===== src/rtl/bram_read_arbiter.sv =====
// Instruction BRAM sequencer: host program load (LOAD), then round-robin sharing of the 64b
// read port among N_REQ engines (RUN). Define BRAM_ARB_FIXED_PRIO_EN for fixed lowest-index priority.
module bram_read_arbiter #(
    parameter int N_REQ    = 4,
    parameter int R_ADDR_W = 9,
    parameter int R_DATA_W = 64,
    parameter int W_ADDR_W = 10,
    parameter int W_DATA_W = 32,
    parameter int RD_LAT   = 1
) (
    input  logic                      clk,
    input  logic                      rst,
    input  logic                      load_start,
    input  logic                      load_done,
    input  logic                      host_w_valid,
    input  logic [W_ADDR_W-1:0]       host_w_addr,
    input  logic [W_DATA_W-1:0]       host_w_data,
    output logic                      loading,
    output logic                      wr_err,
    input  logic [N_REQ-1:0]          req_valid,
    input  logic [N_REQ*R_ADDR_W-1:0] req_addr,
    output logic [N_REQ-1:0]          req_ready,
    output logic [N_REQ-1:0]          rsp_valid,
    output logic [R_DATA_W-1:0]       rsp_data,
    output logic                      bram_r_valid,
    output logic [R_ADDR_W-1:0]       bram_r_addr,
    input  logic [R_DATA_W-1:0]       bram_r_data,
    output logic                      bram_w_valid,
    output logic [W_ADDR_W-1:0]       bram_w_addr,
    output logic [W_DATA_W-1:0]       bram_w_data,
    output logic [1:0]                dbg_state
);

    localparam int PTR_W = (N_REQ > 1) ? $clog2(N_REQ) : 1;

    typedef enum logic [1:0] {
        ST_LOAD  = 2'd0,
        ST_RUN   = 2'd1,
        ST_DRAIN = 2'd2
    } state_e;

    state_e             state_q;
    logic               loading_q;
    logic               wr_err_q;
    logic [PTR_W-1:0]   ptr_q;
    logic [PTR_W-1:0]   ptr_d;
    logic [N_REQ-1:0]   pipe_q [RD_LAT];
    logic               pipe_empty;

    logic [N_REQ-1:0]   grant_oh;
    logic [PTR_W-1:0]   grant_idx;
    logic               grant_any;
    logic [R_ADDR_W-1:0] grant_addr;
`ifndef BRAM_ARB_FIXED_PRIO_EN
    logic [PTR_W-1:0]   rr_idx;
`endif

    // Handshake: a read is accepted in the cycle req_valid[i] & req_ready[i]; the engine
    // holds valid/addr until then, and must sink rsp_valid[i] exactly RD_LAT cycles later.
    always_comb begin
        grant_oh  = '0;
        grant_idx = '0;
        grant_any = 1'b0;
`ifndef BRAM_ARB_FIXED_PRIO_EN
        rr_idx    = '0;
`endif
        if (state_q == ST_RUN) begin
            // Scanning downwards lets the last hit (closest to the start point) win.
            for (int k = N_REQ - 1; k >= 0; k--) begin
`ifdef BRAM_ARB_FIXED_PRIO_EN
                if (req_valid[k]) begin
                    grant_idx = PTR_W'(k);
                    grant_any = 1'b1;
                end
`else
                rr_idx = PTR_W'((int'(ptr_q) + k) % N_REQ);
                if (req_valid[rr_idx]) begin
                    grant_idx = rr_idx;
                    grant_any = 1'b1;
                end
`endif
            end
            if (grant_any) begin
                grant_oh[grant_idx] = 1'b1;
            end
        end
    end

    always_comb begin
        grant_addr = '0;
        for (int k = 0; k < N_REQ; k++) begin
            if (grant_oh[k]) begin
                grant_addr = req_addr[k*R_ADDR_W +: R_ADDR_W];
            end
        end
    end

    always_comb begin
        ptr_d = ptr_q;
        if (grant_any) begin
            ptr_d = (grant_idx == PTR_W'(N_REQ - 1)) ? '0 : grant_idx + 1'b1;
        end
    end

    always_comb begin
        pipe_empty = 1'b1;
        for (int k = 0; k < RD_LAT; k++) begin
            if (pipe_q[k] != '0) begin
                pipe_empty = 1'b0;
            end
        end
    end

    // Grant tracking pipe: each stage mirrors one cycle of BRAM read latency.
    always_ff @(posedge clk) begin
        if (rst) begin
            for (int k = 0; k < RD_LAT; k++) begin
                pipe_q[k] <= '0;
            end
        end else begin
            pipe_q[0] <= grant_oh;
            for (int k = 1; k < RD_LAT; k++) begin
                pipe_q[k] <= pipe_q[k-1];
            end
        end
    end

    always_ff @(posedge clk) begin
        if (rst) begin
            state_q   <= ST_LOAD;
            loading_q <= 1'b1;
            wr_err_q  <= 1'b0;
            ptr_q     <= '0;
        end else begin
            if (host_w_valid && (state_q != ST_LOAD)) begin
                wr_err_q <= 1'b1;
            end
            ptr_q <= ptr_d;
            case (state_q)
                ST_LOAD: begin
                    if (load_done) begin
                        state_q   <= ST_RUN;
                        loading_q <= 1'b0;
                    end
                end
                ST_RUN: begin
                    // A grant issued in this same cycle still has to drain.
                    if (load_start) begin
                        state_q   <= (pipe_empty && !grant_any) ? ST_LOAD : ST_DRAIN;
                        loading_q <= 1'b1;
                    end
                end
                ST_DRAIN: begin
                    if (pipe_empty) begin
                        state_q <= ST_LOAD;
                    end
                end
                default: begin
                    state_q   <= ST_LOAD;
                    loading_q <= 1'b1;
                end
            endcase
        end
    end

    assign req_ready    = grant_oh;
    assign bram_r_valid = grant_any;
    assign bram_r_addr  = grant_addr;
    assign rsp_valid    = pipe_q[RD_LAT-1];
    assign rsp_data     = bram_r_data;

    assign bram_w_valid = host_w_valid && (state_q == ST_LOAD);
    assign bram_w_addr  = host_w_addr;
    assign bram_w_data  = host_w_data;

    assign loading   = loading_q;
    assign wr_err    = wr_err_q;
    assign dbg_state = state_q;

endmodule


===== config.mk =====
export PLATFORM = sky130hd
export DESIGN_NAME = bram_read_arbiter
export DESIGN_NICKNAME = d
export VERILOG_FILES = /design/src/rtl/bram_read_arbiter.sv
export SDC_FILE = /design/constraint.sdc
export NUM_CORES = 1
export LEC_CHECK = 0
export BUFFER_PORTS_ARGS = -buffer_cell sky130_fd_sc_hd__buf_2
export CAP_MARGIN = 30
export CORE_AREA = 2 2 107 109
export DETAILED_ROUTE_END_ITERATION = 10
export DIE_AREA = 0 0 109 111
export GPL_TIMING_DRIVEN = 0
export PLACE_DENSITY = 0.52
export SLEW_MARGIN = 20
export SYNTH_ARGS = -nofsm -noshare
export SYNTH_HDL_FRONTEND = slang
export SYNTH_SLANG_ARGS = --single-unit

===== constraint.sdc =====
create_clock -name clk -period 2.96 [get_ports clk]
set_input_delay 0.592 -clock clk [delete_from_list [all_inputs] [get_ports clk]]
set_output_delay 0.592 -clock clk [all_outputs]
set_load 0.05 [all_outputs]

==> impl_metrics.json, run 1 <==
{
  "synthCells": 195,
  "fin_setup_tns_ns": 0,
  "holdBufCountCts": 0,
  "yosysSeqAreaShare": 0.126,
  "start_util": 0.143,
  "ctsResizeCount": 0,
  "hpwlAfterDp_mm": 5.60,
  "drc_errors": 0,
  "synth_seq_cells": 10,
  "post-route-period-util": 0.970,
  "critPathMaxStageDelay_ns": 0.35,
  "synth_top_area_frac": 0.521,
  "power-per-cell-area_nw_per_um2": 427,
  "layout_common_cells": "buf_2, buf_4, mux2i_1",
  "clock_latency_ns": 0.24,
  "gr-total-overflow": 0,
  "ant_nets": 0,
  "hp-start": "wr_err",
  "setup_viol": 0,
  "clk_pin_slew_ns": 0.04,
  "drive_above_1_share": 0.802,
  "synth_area_leader_cell": "buf_4",
  "rows": 39,
  "rsz0062_at_grt": "true",
  "finalHoldViolCount": 0,
  "cpMostUsedCell": "buf_2",
  "portBuffers": 172,
  "clk_path_buf_depth": 2,
  "reg2reg_depth": 4,
  "timing.rr.end": "ptr_q[1]",
  "hold_depth": 2,
  "post-cts-setup-buffers": 0,
  "status": "finished, final reports clean",
  "path_cells": "buf_2 -> or2_2 -> nor3_1 -> or3b_1 -> buf_4 -> clkinv_4 -> nand2_2 -> o22ai_1 -> buf_2",
  "min_to": "wr_err",
  "top_layer_used": "met4",
  "start_kind": "input port",
  "wl_met1_mm": 2.05,
  "cts_tree": "yes",
  "drtPass1Iterations": 2,
  "cp.arrival_ns": 2.28,
  "yosysWarnings": 0,
  "die_area_sq_um": 12100,
  "antennaDiodeCount": 0,
  "cap_viol_max_count": 0,
  "io_pins": 280,
  "wl_per_cell_um": 12.1,
  "core_sq_um": 11100,
  "grt_pass1_vias": 1724,
  "end_kind": "output pin",
  "rr_startpoint": "ptr_q[1]",
  "syn_area_per_cell_sq_um": 8.14,
  "cp_slowest_cell": "or3b_1",
  "p_leak_nw": 1.61,
  "root_buffer": "clkbuf_16",
  "critPathBufInv": 4,
  "holdWs_ns": 0.439,
  "area_growth_pct": 72.6,
  "synth.cell_area_sq_um": 1590,
  "via_count": 1859,
  "syn-num-nets": 346,
  "wl_met3_um": 583,
  "cts_sinks": 10,
  "first_iter_violations": 35,
  "grt_max_degree": 11,
  "die_w_um": 109,
  "final_cell_area_sq_um": 2740,
  "cts_max_level": 1,
  "slew_headroom": 0.733,
  "required_ns": 2.37,
  "wl_met2_mm": 3.60,
  "cts_buffers": 3,
  "fmax_mhz": 348,
  "fp.dieH_um": 111,
  "fin_crit_ns": 2.87,
  "fin_total_pwr_mw": 1.17,
  "path_class": "input port to output pin",
  "worst_clock_skew_ns": 0.00304,
  "place_area_sq_um": 2630,
  "gr-usage-all-layers": 0.0936,
  "viasPerCell": 3.60,
  "maxSlewViolCount": 0,
  "grt_pass1_wl_mm": 8.78,
  "peakVddDrop_mv": 0.230,
  "worstPathMaxFanout": 9,
  "hold_path.class": "register to register",
  "r2r_slack_ns": 1.43,
  "yosysUniqueCellTypes": 29,
  "final_nets": 526,
  "crit_family": "simple AND/OR/NAND/NOR gates",
  "routed_wl_mm": 6.25,
  "place.gp.congestion": 0.784,
  "layout_commonest_cell": "buf_2",
  "netlist_top_cells_area": "buf_4, dfxtp_1, mux2i_1",
  "tightest_slew_ns": 0.400,
  "antenna_found_initial": 0
}
## how the worst max path moves through the flow
stage / startpoint / to / slack, ns / depth (start not counted)
2_1_floorplan: req_valid[1] / req_ready[1] / -0.06 / 5
3_3_place_gp: req_valid[1] / bram_r_addr[5] / 0.03 / 8
3_5_place_dp: req_valid[1] / bram_r_addr[5] / 0.03 / 8
4_1_cts: req_valid[1] / bram_r_addr[5] / 0.02 / 8
5_1_grt: req_valid[3] / bram_r_addr[2] / -0.008 / 9
6_report: req_valid[3] / bram_r_addr[2] / 0.09 / 9
## where the power goes
group / switching [mW] / total, mW / internal (mW)
Sequential: 0.00989 / 0.154 / 0.144
Clock: 0.0618 / 0.265 / 0.203
Combinational: 0.505 / 0.749 / 0.244
## synth_stat cells (all sizes together)
| library cell | instances |
|---|---|
| o21ai | 4 |
| xnor2 | 1 |
| a211oi | 3 |
| o32ai | 1 |
| nand2 | 5 |
| inv | 2 |
| a21o | 1 |
| o32a | 1 |
| or3b | 1 |
| clkinv | 1 |
| nor2 | 7 |
| a21oi | 4 |
| and2b | 2 |
| buf | 110 |
| nor4 | 3 |
| or2 | 1 |
| and2 | 1 |
| dfxtp | 10 |
| o22ai | 9 |
| o211ai | 1 |
| nor3 | 6 |
| a21boi | 1 |
| mux2i | 18 |
| nand2b | 2 |
## tightest hold or removal path, cell delays in order, from the launching register on
cell     delay, ns
dfxtp_1       0.30
inv_1         0.04
a21oi_1       0.05
## logic make-up after synthesis
| kind of cell | synth area share |
|---|---|
| buffers and inverters | 0.531 |
| AND/OR/NAND/NOR | 0.0939 |
| AO/OA/AOI/OAI | 0.130 |
| multiplexers | 0.114 |
| flip-flops | 0.126 |
| XOR/XNOR | 0.00552 |
## cell type report
class / instances / area, sq um
sequential: 10 / 200
buffer: 110 / 826
inverter: 3 / 16.3
timing repair buffer: 175 / 883
fill: 1221 / 8340
clock buffer: 4 / 88.8
tap: 143 / 179
multi-input combinational: 72 / 544
## routing by layer
layer | vias to the layer above | track usage
met4 | 0 | 0.0128
met3 | 2 | 0.0129
met2 | 132 | 0.195
met5 | - | 0
met1 | 820 | 0.0963
li1 | 905 | -
## registers in the layout (all words and copies together) (netlist names)
register	count
dbg_state	2
wr_err	1
loading	1
pipe_q	4
ptr_q	2
## through the flow
step,setup slack [ns],instances,utilization
global placement,0.0296,510,0.237
global route,-0.00803,517,0.247
finish,0.0901,517,0.247
CTS,0.0228,514,0.245
detailed placement,0.0274,510,0.237
floorplan,-0.0570,195,-
Power figures use the tool's default switching activity.
==> run 2: changes to the inputs <==
--- a/config.mk
+++ b/config.mk
@@ -7,11 +7,12 @@
 export LEC_CHECK = 0
 export BUFFER_PORTS_ARGS = -buffer_cell sky130_fd_sc_hd__buf_2
 export CAP_MARGIN = 30
-export CORE_AREA = 2 2 107 109
+export CORE_AREA = 2 2 110 112
 export DETAILED_ROUTE_END_ITERATION = 10
-export DIE_AREA = 0 0 109 111
+export DIE_AREA = 0 0 112 114
 export GPL_TIMING_DRIVEN = 0
-export PLACE_DENSITY = 0.52
+export PLACE_DENSITY = 0.5
+export SKIP_LAST_GASP = 1
 export SLEW_MARGIN = 20
 export SYNTH_ARGS = -nofsm -noshare
 export SYNTH_HDL_FRONTEND = slang
==> constraint.sdc (replaced) <==
create_clock -name clk -period 2.7 [get_ports clk]
set_input_delay 0.54 -clock clk [delete_from_list [all_inputs] [get_ports clk]]
set_output_delay 0.54 -clock clk [all_outputs]
set_load 0.05 [all_outputs]
==> run 2 against run 1 <==
Clock power up 9.8%. Count of clock-buffer cells in the layout unchanged. Die area up 5.5%. Critical path depth unchanged. Total power up 16%. Non-clock buffer count up 4. First-iteration DRC count up 8.6%. Wire length down 8.5%. Largest cell class unchanged. Global-route usage down 1.9 points. Core utilization up 0.26 points. Design area up 6.9%. Worst hold slack better by 0.0035 ns.
==> impl_metrics.json, run 2 (synthesis results as in run 1) <==
{
  "status": "finished, final reports clean",
  "cts_sinks": 10,
  "antenna_found_initial": 0,
  "final_nets": 530,
  "peakVddDrop_mv": 0.342,
  "layout_common_cells": "buf_2, buf_4, mux2i_1",
  "start_kind": "input port",
  "cts_tree": "yes",
  "clk_pin_slew_ns": 0.04,
  "top_usage_layer": "met2",
  "core_sq_um": 11700,
  "fmax_mhz": 380,
  "nFillCells": 1309,
  "holdWs_ns": 0.443,
  "worst_clock_skew_ns": 0.00226,
  "r2r_slack_ns": 0.98,
  "cts_buffers": 3,
  "first_iter_violations": 38,
  "grt.met2_usage": 0.155,
  "cp_slowest_cell": "clkbuf_4",
  "final_cell_area_sq_um": 2930,
  "cap_viol_max_count": 0,
  "slew_headroom": 0.714,
  "multi_input_area_sq_um": 632,
  "dp_cells": 514,
  "tightest_slew_ns": 0.429,
  "post-route-period-util": 0.975,
  "final_util": 0.250,
  "grt_max_degree": 11,
  "area_growth_pct": 84.4,
  "antennaDiodeCount": 0,
  "p_leak_nw": 1.67,
  "rsz0062_at_grt": "true",
  "ff_latch_area_sq_um": 200,
  "ant_nets": 0,
  "cp.arrival_ns": 2.09,
  "worstPathMaxFanout": 7,
  "swShare": 0.484,
  "place_area_sq_um": 2690,
  "required_ns": 2.16,
  "viasPerCell": 3.53,
  "root_buffer": "clkbuf_16",
  "die_area_sq_um": 12800,
  "largest_reg_flops": 4,
  "maxSlewViolCount": 0,
  "clock_latency_ns": 0.23,
  "wl_per_cell_um": 10.9,
  "pwr-share-clk": 0.215,
  "met3_usage": 0.0143,
  "fin_total_pwr_mw": 1.35,
  "start_util": 0.135,
  "hpwlAfterDp_mm": 5.05,
  "place.gp.congestion": 0.728,
  "gr-total-overflow": 0,
  "power-per-cell-area_nw_per_um2": 462,
  "finalHoldViolCount": 0,
  "rows": 40,
  "routed_wl_mm": 5.72,
  "grt_pass1_vias": 1596,
  "fp.dieH_um": 114,
  "portBuffers": 172,
  "met1_usage": 0.0763,
  "fin_crit_ns": 2.63,
  "grt_pass1_wl_mm": 7.66,
  "gr-usage-all-layers": 0.0748,
  "p_seq_frac": 0.125,
  "path_class": "input port to output pin",
  "drc_errors": 0,
  "drive_above_1_share": 0.836,
  "layout_commonest_cell": "buf_2",
  "crit_family": "buffers and inverters",
  "p_sw_mw": 0.653,
  "regMostFlops": "pipe_q",
  "final_cells": 525,
  "power_frac_comb": 0.660,
  "setup_viol": 0,
  "path_cells": "buf_2 -> and2b_2 -> o21ai_2 -> o211ai_4 -> buf_12 -> buf_4 -> mux2i_4 -> o22ai_2 -> clkbuf_4",
  "die_w_um": 112,
  "drtPass1Iterations": 4,
  "intPower_mw": 0.698,
  "end_kind": "output pin",
  "io_pins": 280,
  "hold_path.class": "register to register",
  "critPathMaxStageDelay_ns": 0.25,
  "critPathBufInv": 4,
  "clk_path_buf_depth": 2,
  "via_count": 1855,
  "cts_max_level": 1
}
[run 2: changes by cell type in the layout (fill, tap and decap cells not counted), moves of 6 or more]
cell / previous run / this run
o22ai_1: 9 / 0
buf_4: 113 / 119
buf_2: 172 / 164
o22ai_2: 0 / 9
[run 2: final timing paths]
kind / startpoint / to / cells after the start
max: req_valid[2] / bram_r_addr[1] / 9
min reg2reg: wr_err / wr_err / 2
min: wr_err / wr_err / 2
max reg2reg: ptr_q[0] / ptr_q[1] / 8
[run 2: what timing repair did]
item | in CTS | in global routing
cloned | 0 | 1
resized for setup | 4 | 21
setup buffers | 4 | 2
setup endpoints to repair | 11 | 12
pin swaps | 1 | 1
hold buffers | 0 | 0
[run 2: metrics by stage]
stage               worst slack (ns)  setup TNS, ns
floorplan                     -0.213         -0.426
global placement              -0.115         -0.810
detailed placement            -0.129          -1.04
CTS                          -0.0112        -0.0112
global route                 -0.0271        -0.0271
finish                        0.0663              0
[run 2: per-layer routing]
metal	part of all wire	vias to the layer above
met5	0	-
met2	0.55	159
met4	0.010	0
met1	0.31	779
li1	-	913
met3	0.13	4
[run 2: power groups by stage]
stage | logic [mW] | registers, mW | clock network [mW]
after floorplan | 0.645 | 0.192 | 0
after global placement | 0.828 | 0.171 | 0
after detailed placement | 0.832 | 0.171 | 0
after CTS | 0.852 | 0.169 | 0.297
after global routing | 0.934 | 0.170 | 0.306
final | 0.891 | 0.169 | 0.291
[run 2: final cells by class]
cell class,instances,area share
buffer,110,0.287
clock buffer,4,0.0304
inverter,3,0.00556
multi-input combinational,72,0.216
sequential,10,0.0684
tap,147,0.0629
timing repair buffer,179,0.329
[run 2: worst reg2reg max path, stage by stage (launching register included)]
cell	delay, ns
dfxtp_1	0.33
and2b_2	0.26
o21ai_2	0.20
o211ai_4	0.11
buf_12	0.16
buf_4	0.13
buf_4	0.12
xnor2_1	0.12
a211oi_2	0.22
==> run 3: changes to the inputs <==
--- a/config.mk
+++ b/config.mk
@@ -11,7 +11,7 @@
 export DETAILED_ROUTE_END_ITERATION = 10
 export DIE_AREA = 0 0 112 114
 export GPL_TIMING_DRIVEN = 0
-export PLACE_DENSITY = 0.5
+export PLACE_DENSITY = 0.45
 export SKIP_LAST_GASP = 1
 export SLEW_MARGIN = 20
 export SYNTH_ARGS = -nofsm -noshare
==> run 3 against run 2 <==
Non-clock buffer count down 5. Via count down 1.6%. Design area down 2.8%. Die area unchanged. Wire length down 7.8%. Global-route usage down 0.57 points. Setup slack better by 0.017 ns. Critical path type unchanged.
==> impl_metrics.json, run 3 (synthesis results as in run 1) <==
{
  "status": "finished, final reports clean",
  "final_cell_area_sq_um": 2840,
  "antenna_found_initial": 1,
  "fin_crit_ns": 2.62,
  "drtPass1Iterations": 2,
  "rows": 40,
  "die_area_sq_um": 12800,
  "io_pins": 280,
  "hp-start": "wr_err",
  "clk_pin_slew_ns": 0.04,
  "first_iter_violations": 25,
  "setup_viol": 0,
  "place.gp.congestion": 0.750,
  "root_buffer": "clkbuf_16",
  "regMostFlops": "pipe_q",
  "fin_total_pwr_mw": 1.30,
  "layout_common_cells": "buf_2, buf_4, mux2i_1",
  "start_util": 0.135,
  "worst_clock_skew_ns": 0.000380,
  "portBuffers": 172,
  "cap_viol_max_count": 0,
  "area_growth_pct": 79.3,
  "holdWs_ns": 0.449,
  "reg2reg_depth": 4,
  "peakVddDrop_mv": 0.305,
  "maxSlewViolCount": 0,
  "nFillCells": 1292,
  "clk_path_buf_depth": 2,
  "die_w_um": 112,
  "viasPerCell": 3.51,
  "gr-usage-all-layers": 0.0690,
  "timing.rr.end": "ptr_q[1]",
  "grt_pass1_vias": 1526,
  "core_sq_um": 11700,
  "drc_errors": 0,
  "tightest_slew_ns": 0.426,
  "worstPathMaxFanout": 9,
  "layout_commonest_cell": "buf_2",
  "largest_reg_flops": 4,
  "wl_per_cell_um": 10.1,
  "worst_slack_ns": 0.0830,
  "r2r_slack_ns": 1.15,
  "final_util": 0.243,
  "hold_path.class": "register to register",
  "grt_pass1_wl_mm": 7.10,
  "ant_nets": 0,
  "critPathMaxStageDelay_ns": 0.35,
  "dp_cells": 514,
  "routed_wl_mm": 5.27,
  "hold_depth": 2,
  "fp.dieH_um": 114,
  "gr-total-overflow": 0,
  "path_class": "input port to output pin",
  "fin_setup_tns_ns": 0,
  "grt_max_degree": 11,
  "clock_latency_ns": 0.24,
  "end_kind": "output pin",
  "dp_slack_ns": -0.157,
  "path_cells": "buf_2 -> or2_2 -> nor3_2 -> or3b_1 -> buf_4 -> clkinv_4 -> nand2_4 -> o22ai_2 -> clkbuf_4",
  "cp.arrival_ns": 2.08,
  "cts_tree": "yes",
  "critPathBufInv": 4,
  "cts_max_level": 1,
  "power-per-cell-area_nw_per_um2": 459,
  "start_kind": "input port",
  "required_ns": 2.16,
  "p_leak_nw": 1.63,
  "rr_startpoint": "ptr_q[1]",
  "fmax_mhz": 382,
  "drive_above_1_share": 0.831,
  "rsz0062_at_grt": "true",
  "hpwlAfterDp_mm": 4.67,
  "cp_slowest_cell": "or3b_1",
  "post-route-period-util": 0.969,
  "final_cells": 520,
  "cts_buffers": 3,
  "min_to": "wr_err",
  "cts_sinks": 10,
  "final_nets": 525,
  "finalHoldViolCount": 0,
  "slew_headroom": 0.716,
  "place_area_sq_um": 2690,
  "crit_family": "simple AND/OR/NAND/NOR gates",
  "antennaDiodeCount": 0,
  "via_count": 1825
}
[run 3: worst max path at each step]
stage                  from             end  slack (ns)  depth (start not counted)
6_report       req_valid[3]  bram_r_addr[3]        0.08                          9
5_1_grt        req_valid[3]  bram_r_addr[3]       -0.02                          9
4_1_cts        req_valid[1]  bram_r_addr[3]       0.003                          8
3_5_place_dp   req_valid[1]  bram_r_addr[3]       -0.16                          8
3_3_place_gp   req_valid[3]  bram_r_addr[1]       -0.16                          9
2_1_floorplan  req_valid[1]    req_ready[1]       -0.21                          5
[run 3: final cells by class]
cell class	instances	area, sq um	share of cell area
multi-input cells	72	619	0.218
repair buffers	174	902	0.317
inverters	3	16.3	0.00572
flip-flops and latches	10	200	0.0704
plain buffers	110	833	0.293
clock buffers	4	88.8	0.0312
well taps	147	184	0.0647
[run 3: routing by layer]
layer / up-vias / GRT usage / part of all wire
met2: 154 / 0.128 / 0.51
met5: - / 0 / 0.0030
met1: 753 / 0.0804 / 0.35
li1: 908 / - / -
met3: 8 / 0.0138 / 0.13
met4: 2 / 0.0195 / 0.0085
[run 3: what timing repair did]
item	4_1_cts	5_1_grt
pin swaps	1	1
resized for setup	6	17
hold buffers	0	0
buffers inserted	2	0
setup endpoints to repair	11	9
[run 3: where the power goes]
part           switching, mW  internal [mW]  leakage [nW]  total (mW)
Clock                 0.0690          0.223        0.0442       0.292
Sequential            0.0106          0.158        0.0819       0.169
Combinational          0.558          0.286          1.51       0.844
[run 3: worst reg2reg max path, cell delays in order, from the launching register on]
cell	delay (ns)
dfxtp_1	0.52
a21oi_2	0.13
o32ai_4	0.45
xnor2_1	0.15
a211oi_2	0.22
